--- src/rtl/ni_flit_credit_out_buffer_pkg.sv ---
// Shared NoC constants for the credit-based NI output stage: flit width,
// credit counter sizing and the tail bit position within a stored FIFO entry.
package ni_flit_credit_out_buffer_pkg;
  localparam int FLIT_WIDTH_DEF  = 80;
  localparam int CREDITS_DEF     = 6;
  localparam int LOG_CREDITS_DEF = 4;
  localparam int TAIL_POS_DEF    = FLIT_WIDTH_DEF;

  // A stored entry is {tail, flit}, so the tail sits just above the flit bits.
  function automatic int tail_pos(input int flit_width);
    return flit_width;
  endfunction
endpackage

--- src/rtl/ni_credit_counter.sv ---
// Saturating up/down credit counter: resets to CREDITS, counts down on send,
// up on a returned credit, and flags a return that would exceed CREDITS.
module ni_credit_counter
  import ni_flit_credit_out_buffer_pkg::*;
#(
  parameter int CREDITS     = CREDITS_DEF,
  parameter int LOG_CREDITS = LOG_CREDITS_DEF
) (
  input  logic                   clk,
  input  logic                   rst,
  input  logic                   dec,
  input  logic                   inc,
  output logic [LOG_CREDITS-1:0] cnt,
  output logic                   credit_err
);
  localparam logic [LOG_CREDITS-1:0] MAX = LOG_CREDITS'(CREDITS);

  always_ff @(posedge clk) begin
    if (!rst) begin
      cnt        <= MAX;
      credit_err <= 1'b0;
    end else if (dec && !inc) begin
      cnt <= cnt - 1'b1;
    end else if (inc && !dec) begin
      // A return with every downstream slot already credited is spurious.
      if (cnt == MAX) credit_err <= 1'b1;
      else            cnt        <= cnt + 1'b1;
    end
  end
endmodule

--- src/rtl/ni_flit_credit_out_buffer.sv ---
// NI output buffer: queues packetizer flits in a DEPTH-entry FIFO and launches
// them onto a credit-flow-controlled switch link, one flit per available credit.
module ni_flit_credit_out_buffer
  import ni_flit_credit_out_buffer_pkg::*;
#(
  parameter int FLIT_WIDTH  = FLIT_WIDTH_DEF,
  parameter int DEPTH       = 6,
  parameter int LOG_DEPTH   = 3,
  parameter int CREDITS     = CREDITS_DEF,
  parameter int LOG_CREDITS = LOG_CREDITS_DEF
) (
  input  logic                   clk,
  input  logic                   rst,
  input  logic [FLIT_WIDTH-1:0]  data_in,
  input  logic                   tail_in,
  input  logic                   write,
  output logic                   full,
  output logic [FLIT_WIDTH-1:0]  FLIT_out,
  output logic                   VALID_out,
  output logic                   FWDAUX1_out,
  input  logic                   BWDAUX1_in,
  output logic [LOG_CREDITS-1:0] credits_avail,
  output logic                   overflow_err,
  output logic                   credit_err
);
  localparam int TAIL = tail_pos(FLIT_WIDTH);
  localparam logic [LOG_DEPTH-1:0] LAST = LOG_DEPTH'(DEPTH - 1);
  localparam logic [LOG_DEPTH:0]   CAP  = (LOG_DEPTH + 1)'(DEPTH);

  logic [FLIT_WIDTH:0]  mem [DEPTH];
  logic [LOG_DEPTH-1:0] wr_ptr, rd_ptr;
  logic [LOG_DEPTH:0]   count;
  logic                 push, send;

  // full decodes only the count register, so write never reaches it.
  assign full = (count == CAP);
  assign push = write && !full;
  assign send = (count != '0) && (credits_avail != '0);

  always_ff @(posedge clk) begin
    if (push) mem[wr_ptr] <= {tail_in, data_in};
  end

  always_ff @(posedge clk) begin
    if (!rst) begin
      wr_ptr       <= '0;
      rd_ptr       <= '0;
      count        <= '0;
      VALID_out    <= 1'b0;
      FLIT_out     <= '0;
      FWDAUX1_out  <= 1'b0;
      overflow_err <= 1'b0;
    end else begin
      if (write && full) overflow_err <= 1'b1;
      if (push) wr_ptr <= (wr_ptr == LAST) ? '0 : wr_ptr + 1'b1;
      VALID_out <= send;
      if (send) begin
        FLIT_out    <= mem[rd_ptr][FLIT_WIDTH-1:0];
        FWDAUX1_out <= mem[rd_ptr][TAIL];
        rd_ptr      <= (rd_ptr == LAST) ? '0 : rd_ptr + 1'b1;
      end
      case ({push, send})
        2'b10:   count <= count + 1'b1;
        2'b01:   count <= count - 1'b1;
        default: count <= count;
      endcase
    end
  end

  ni_credit_counter #(
    .CREDITS    (CREDITS),
    .LOG_CREDITS(LOG_CREDITS)
  ) u_credits (
    .clk       (clk),
    .rst       (rst),
    .dec       (send),
    .inc       (BWDAUX1_in),
    .cnt       (credits_avail),
    .credit_err(credit_err)
  );
endmodule

--- config.mk ---
export PLATFORM = sky130hd
export DESIGN_NAME = ni_flit_credit_out_buffer
export DESIGN_NICKNAME = d
export VERILOG_FILES = /design/src/rtl/ni_flit_credit_out_buffer_pkg.sv /design/src/rtl/ni_credit_counter.sv /design/src/rtl/ni_flit_credit_out_buffer.sv
export SDC_FILE = /design/constraint.sdc
export NUM_CORES = 1
export LEC_CHECK = 0
export ABC_AREA = 1
export CAP_MARGIN = 10
export CORE_UTILIZATION = 30
export CTS_BUF_LIST = sky130_fd_sc_hd__clkbuf_4 sky130_fd_sc_hd__clkbuf_8
export CTS_CLUSTER_DIAMETER = 60
export CTS_CLUSTER_SIZE = 24
export DETAILED_ROUTE_END_ITERATION = 6
export PLACE_DENSITY = 0.52
export SETUP_SLACK_MARGIN = 0.15
export SLEW_MARGIN = 20
export SYNTH_ARGS = -nofsm -noshare
export SYNTH_HDL_FRONTEND = slang
export SYNTH_SLANG_ARGS = --single-unit
--- constraint.sdc ---
create_clock -name clk -period 15.1 [get_ports clk]
set_input_delay 3.02 -clock clk [delete_from_list [all_inputs] [get_ports clk]]
set_output_delay 3.02 -clock clk [all_outputs]
set_load 0.005 [all_outputs]
Yosys cells after proc, flatten, opt, wreduce, memory -nomap -nowiden
Memories as Yosys holds them, arrays and structs flattened. A register that Yosys moved wholly into a read port is not among the register bits. Index checks and enable logic that the tools add are counted.

Add/sub/neg operators: 6. Equal/unequal tests: 7. Muxes and demuxes: 8. Bitwise gates (word level): 1. Reduce and logical (&&, ||, !) cells: 15.

Operator list (count): $mux 4 (3); $add 4x1->4 const B (2); $eq 4x3->1 const B (2); $pmux 4 s2 (1); $reduce_bool 4->1 (2); $sub 4x1->4 const B (2); $add 3x1->3 const B (2); $eq 3x3->1 const B (2); $mux 3 (2); $logic_and 1x1->1 (5); $logic_not 1->1 (4); $reduce_bool 2->1 (2); $reduce_and 3->1 (1); $eq 2x1->1 const B (1); $eq 2x2->1 const B (1); $mux 1 (2); $ne 2x1->1 const B (1); $reduce_and 2->1 (1); $not 1->1 (1).

Register bits after elaboration: 17. RAM bits: 486. Bits of input ports: 85. Output and inout port bits: 89. Word-level logic and storage cells: 45. Memories kept: 1.

Memories: mem (depth 6, bits a word 81, rd ports 1, clocked after Yosys merged registers in 1, write ports 1, RTL line ni_flit_credit_out_buffer.sv:30) `logic [FLIT_WIDTH:0] mem [DEPTH];`.

Longest topological paths before layout
Depth after elaboration: 6. Depth in mapped cells: 16. Mapped depth without buffers: 14.

Hierarchy
From an unflattened synthesis, not the netlist that was laid out.

Cell total of the unflattened synthesis: 2116. Area, all modules: 23107.2 µm².

Modules (own cells, without submodules): ni_flit_credit_out_buffer (instances 1, cells an instance 2064, area an instance 22745.6 µm², sequential area each 16455.8 µm²); ni_credit_counter (instances 1, cells an instance 52, area an instance 361.6 µm², sequential area each 100.1 µm²).

Least setup slack after synthesis
OpenSTA, ideal clock, no wires.

Kind: input to register. From: input port write. To: memory mem[0][0] (netlist name) (enable). Setup time: 0.720 ns. Arrival time: 10.835 ns. Data required time: 14.380 ns. Setup slack: 3.544 ns. Stages: 2. Buffers on the path: 0. Cell sequence: nand2_1 > nor4_1.

Word-level cells in the longest chain between the ends: 3.

RTL lines: start: declaration (RTL line ni_flit_credit_out_buffer.sv:16) `input logic write,`; $logic_and 1x1->1 (RTL line ni_flit_credit_out_buffer.sv:37) `assign push = write && !full;`; $mux 1 (RTL line ni_flit_credit_out_buffer.sv:41) `if (push) mem[wr_ptr] <= {tail_in, data_in};`; $mux 1 (not written as such) (RTL line ni_flit_credit_out_buffer.sv:41); end: declaration (RTL line ni_flit_credit_out_buffer.sv:30).

No other way between the ends.

Worst setup path in the final report
From: input port write. To: memory mem[1][66] (netlist name) (enable).

Same word-level chain as after synthesis.

==> impl_metrics.ini <==
[timing]
finalSetupViolations = 0
post-route-min-period_ns = 5.21
fin_skew_ns = 0.0616
max_freq_mhz = 192
tns_ns = 0
tightestPinTransition_ns = 1.05
rsz0062_at_grt = false
relSlewSlack = 0.301
finalCritPeriodShare = 0.345
hold_viol = 0
slew_viol_final = 0

[grt]
grt_pass1_vias = 14070
grt_pass1_wl_microns = 86800
antenna_found_initial = 5
grt_max_degree = 106
grt_remaining_overflow = 0
grt_usage = 0.152

[floorplanning]
die_h_microns = 274
core_sq_mm = 0.0731
initial_utilization = 0.303
num_rows = 99
die-area_sq_mm = 0.0750
die-width_microns = 274
pin_count = 174

[finish]
layout-drive-gt1-share = 0.0571
final_nets = 2089
synthToLayoutAreaGrowth_pct = 16.3
layout_common_cells = 486 x edfxtp_1, 423 x nor2_1, 266 x nand2_1
mostFrequentLayoutCell = edfxtp_1
stdcell_count = 2993
n_fill_cell = 7178

[clocking]
clk_pin_slew_ns = 0.10
cts-root-buf = clkbuf_8
tritoncts = done
cts_resized = 0
cts_hold_buf = 0
numClockSinks = 584
cts_made_buffers = 42
postCtsSetupRepairBufs = 0
clockBufferDepth = 3
htree_levels = 2
insertion_delay_ns = 0.68

[place]
io_buffers = 173
placedCellCount = 2911
place.gp.congestion = 0.754
hpwlAfterDp_microns = 31600

[drt]
viasPerCell = 4.70
drtPass1Iterations = 7
finalWirelength_microns = 57500
via_count = 14068
wl_per_cell_microns = 19.2
ant_nets = 0
drc = 36
drtIter0Drc = 815

[setup_path]
crit_path_start = write
cp.arrival_ns = 5.49
r2r_start = rd_ptr[0]
startpoint_type = input port
worstPathRequired_ns = 15.38
ff2ff_path_depth = 8
crit_fanout = 57
crit_path_end_kind = flop
critical_path_class = input port to flop

[power_and_ir_drop]
total_leakage_power_nw = 8.86
powerDensity_mw_per_mm2 = 165
irDropWorstVdd_uv = 115

[status]
violations = design-rule violations
status = complete, but fails checks

[job]
maxCapViolations = 0

[yosys]
synth_cells = 1865
yosysTopAreaCellShare = 0.658
synth_nets = 1957
yosysSeqAreaShare = 0.747
syn_avg_cell_area_sq_um = 11.9
ys_ff_latch = 584
ys_warn_count = 0
synth_area_sq_mm = 0.0222
synth_top_area_cell = edfxtp_1
synthDistinctLibCells = 25
synth.area.top_cells = edfxtp_1 66%, dfxtp_1 8.9%, nor2_1 7.2%

[min_path]
hold_path_depth = 2
hp-class = flop to flop
hp-start = u_credits.credit_err
==> cell usage after synthesis <==
master / number
o211ai_1: 2
buf_1: 3
buf_8: 1
buf_2: 39
nor2_1: 423
nor4_1: 4
inv_2: 4
nand3_1: 91
edfxtp_1: 486
a21oi_1: 93
xnor2_1: 3
dfxtp_1: 98
xor2_1: 2
nand2_1: 266
buf_4: 4
ha_1: 7
nor3_1: 2
o21ai_0: 213
inv_1: 24
nand2_2: 1
clkbuf_1: 46
o21ai_1: 39
clkbuf_2: 5
buf_6: 8
nor2_4: 1
==> critical path, stage by stage <==
cell and delay, ns:
clkdlybuf4s50_1 0.50, nand2_1 0.31, nor2_1 0.28, nand3_1 0.19, inv_4 0.34, buf_4 0.79
==> flip-flops by register name (all words and copies together) (netlist names) <==
name	count
FLIT_out	80
rd_ptr	3
overflow_err	1
FWDAUX1_out	1
VALID_out	1
wr_ptr	3
u_credits.credit_err	1
mem	486
count	4
u_credits.cnt	4
==> per-layer routing <==
metal  vias up  global-route usage  wire length (microns)
met3        77              0.0237                   2310
met5         -                   0                     34
met4         6              0.0406                   1140
li1       6725                   -                      -
met1      7016               0.199                  26000
met2       244               0.260                  28000
==> where the power goes <==
part / internal, mW / leakage, nW / switching [mW] / total (mW)
Combinational: 0.460 / 3.12 / 0.841 / 1.30
Sequential: 1.90 / 5.25 / 0.113 / 2.02
Clock: 0.321 / 0.497 / 0.605 / 0.926
==> final cells by class <==
| class | count | area, sq um | share of cell area |
|---|---|---|---|
| Timing Repair Buffer | 194 | 1900 | 0.0738 |
| Antenna cell | 3 | 7.51 | 0.000291 |
| Multi-Input combinational cell | 1147 | 5000 | 0.194 |
| Tap cell | 959 | 1200 | 0.0466 |
| Inverter | 28 | 119 | 0.00461 |
| Sequential cell | 584 | 16600 | 0.643 |
| Clock buffer | 45 | 601 | 0.0233 |
| Clock inverter | 33 | 379 | 0.0147 |
==> final timing paths <==
| check | to | slack [ns] |
|---|---|---|
| hold reg to reg | u_credits.credit_err | 0.45 |
| setup reg to reg | FLIT_out[32] | 11.79 |
| setup / recovery | mem[1][66] | 9.89 |
| hold / removal | u_credits.credit_err | 0.45 |
==> cell families after synthesis <==
kind of cell	share of synthesized area
fa+ha+maj	0.00395
buf+inv	0.0291
flops	0.747
xor+xnor	0.00198
simple gates	0.140
compound gates	0.0786
==> through the flow <==
stage | hold slack [ns] | worst slack (ns) | power (mW) | instance area, sq um | util
4_1_cts | 0.455 | 9.91 | 4.31 | 25700 | 0.352
5_1_grt | 0.493 | 9.81 | 4.53 | 25800 | 0.353
2_1_floorplan | 0.447 | 3.54 | 2.82 | 22200 | -
6_report | 0.454 | 9.89 | 4.24 | 25800 | 0.353
3_3_place_gp | 0.438 | 9.23 | 3.36 | 24800 | 0.339
3_5_place_dp | 0.439 | 9.15 | 3.38 | 24800 | 0.339
No activity file was read; power rests on OpenSTA's default activity.
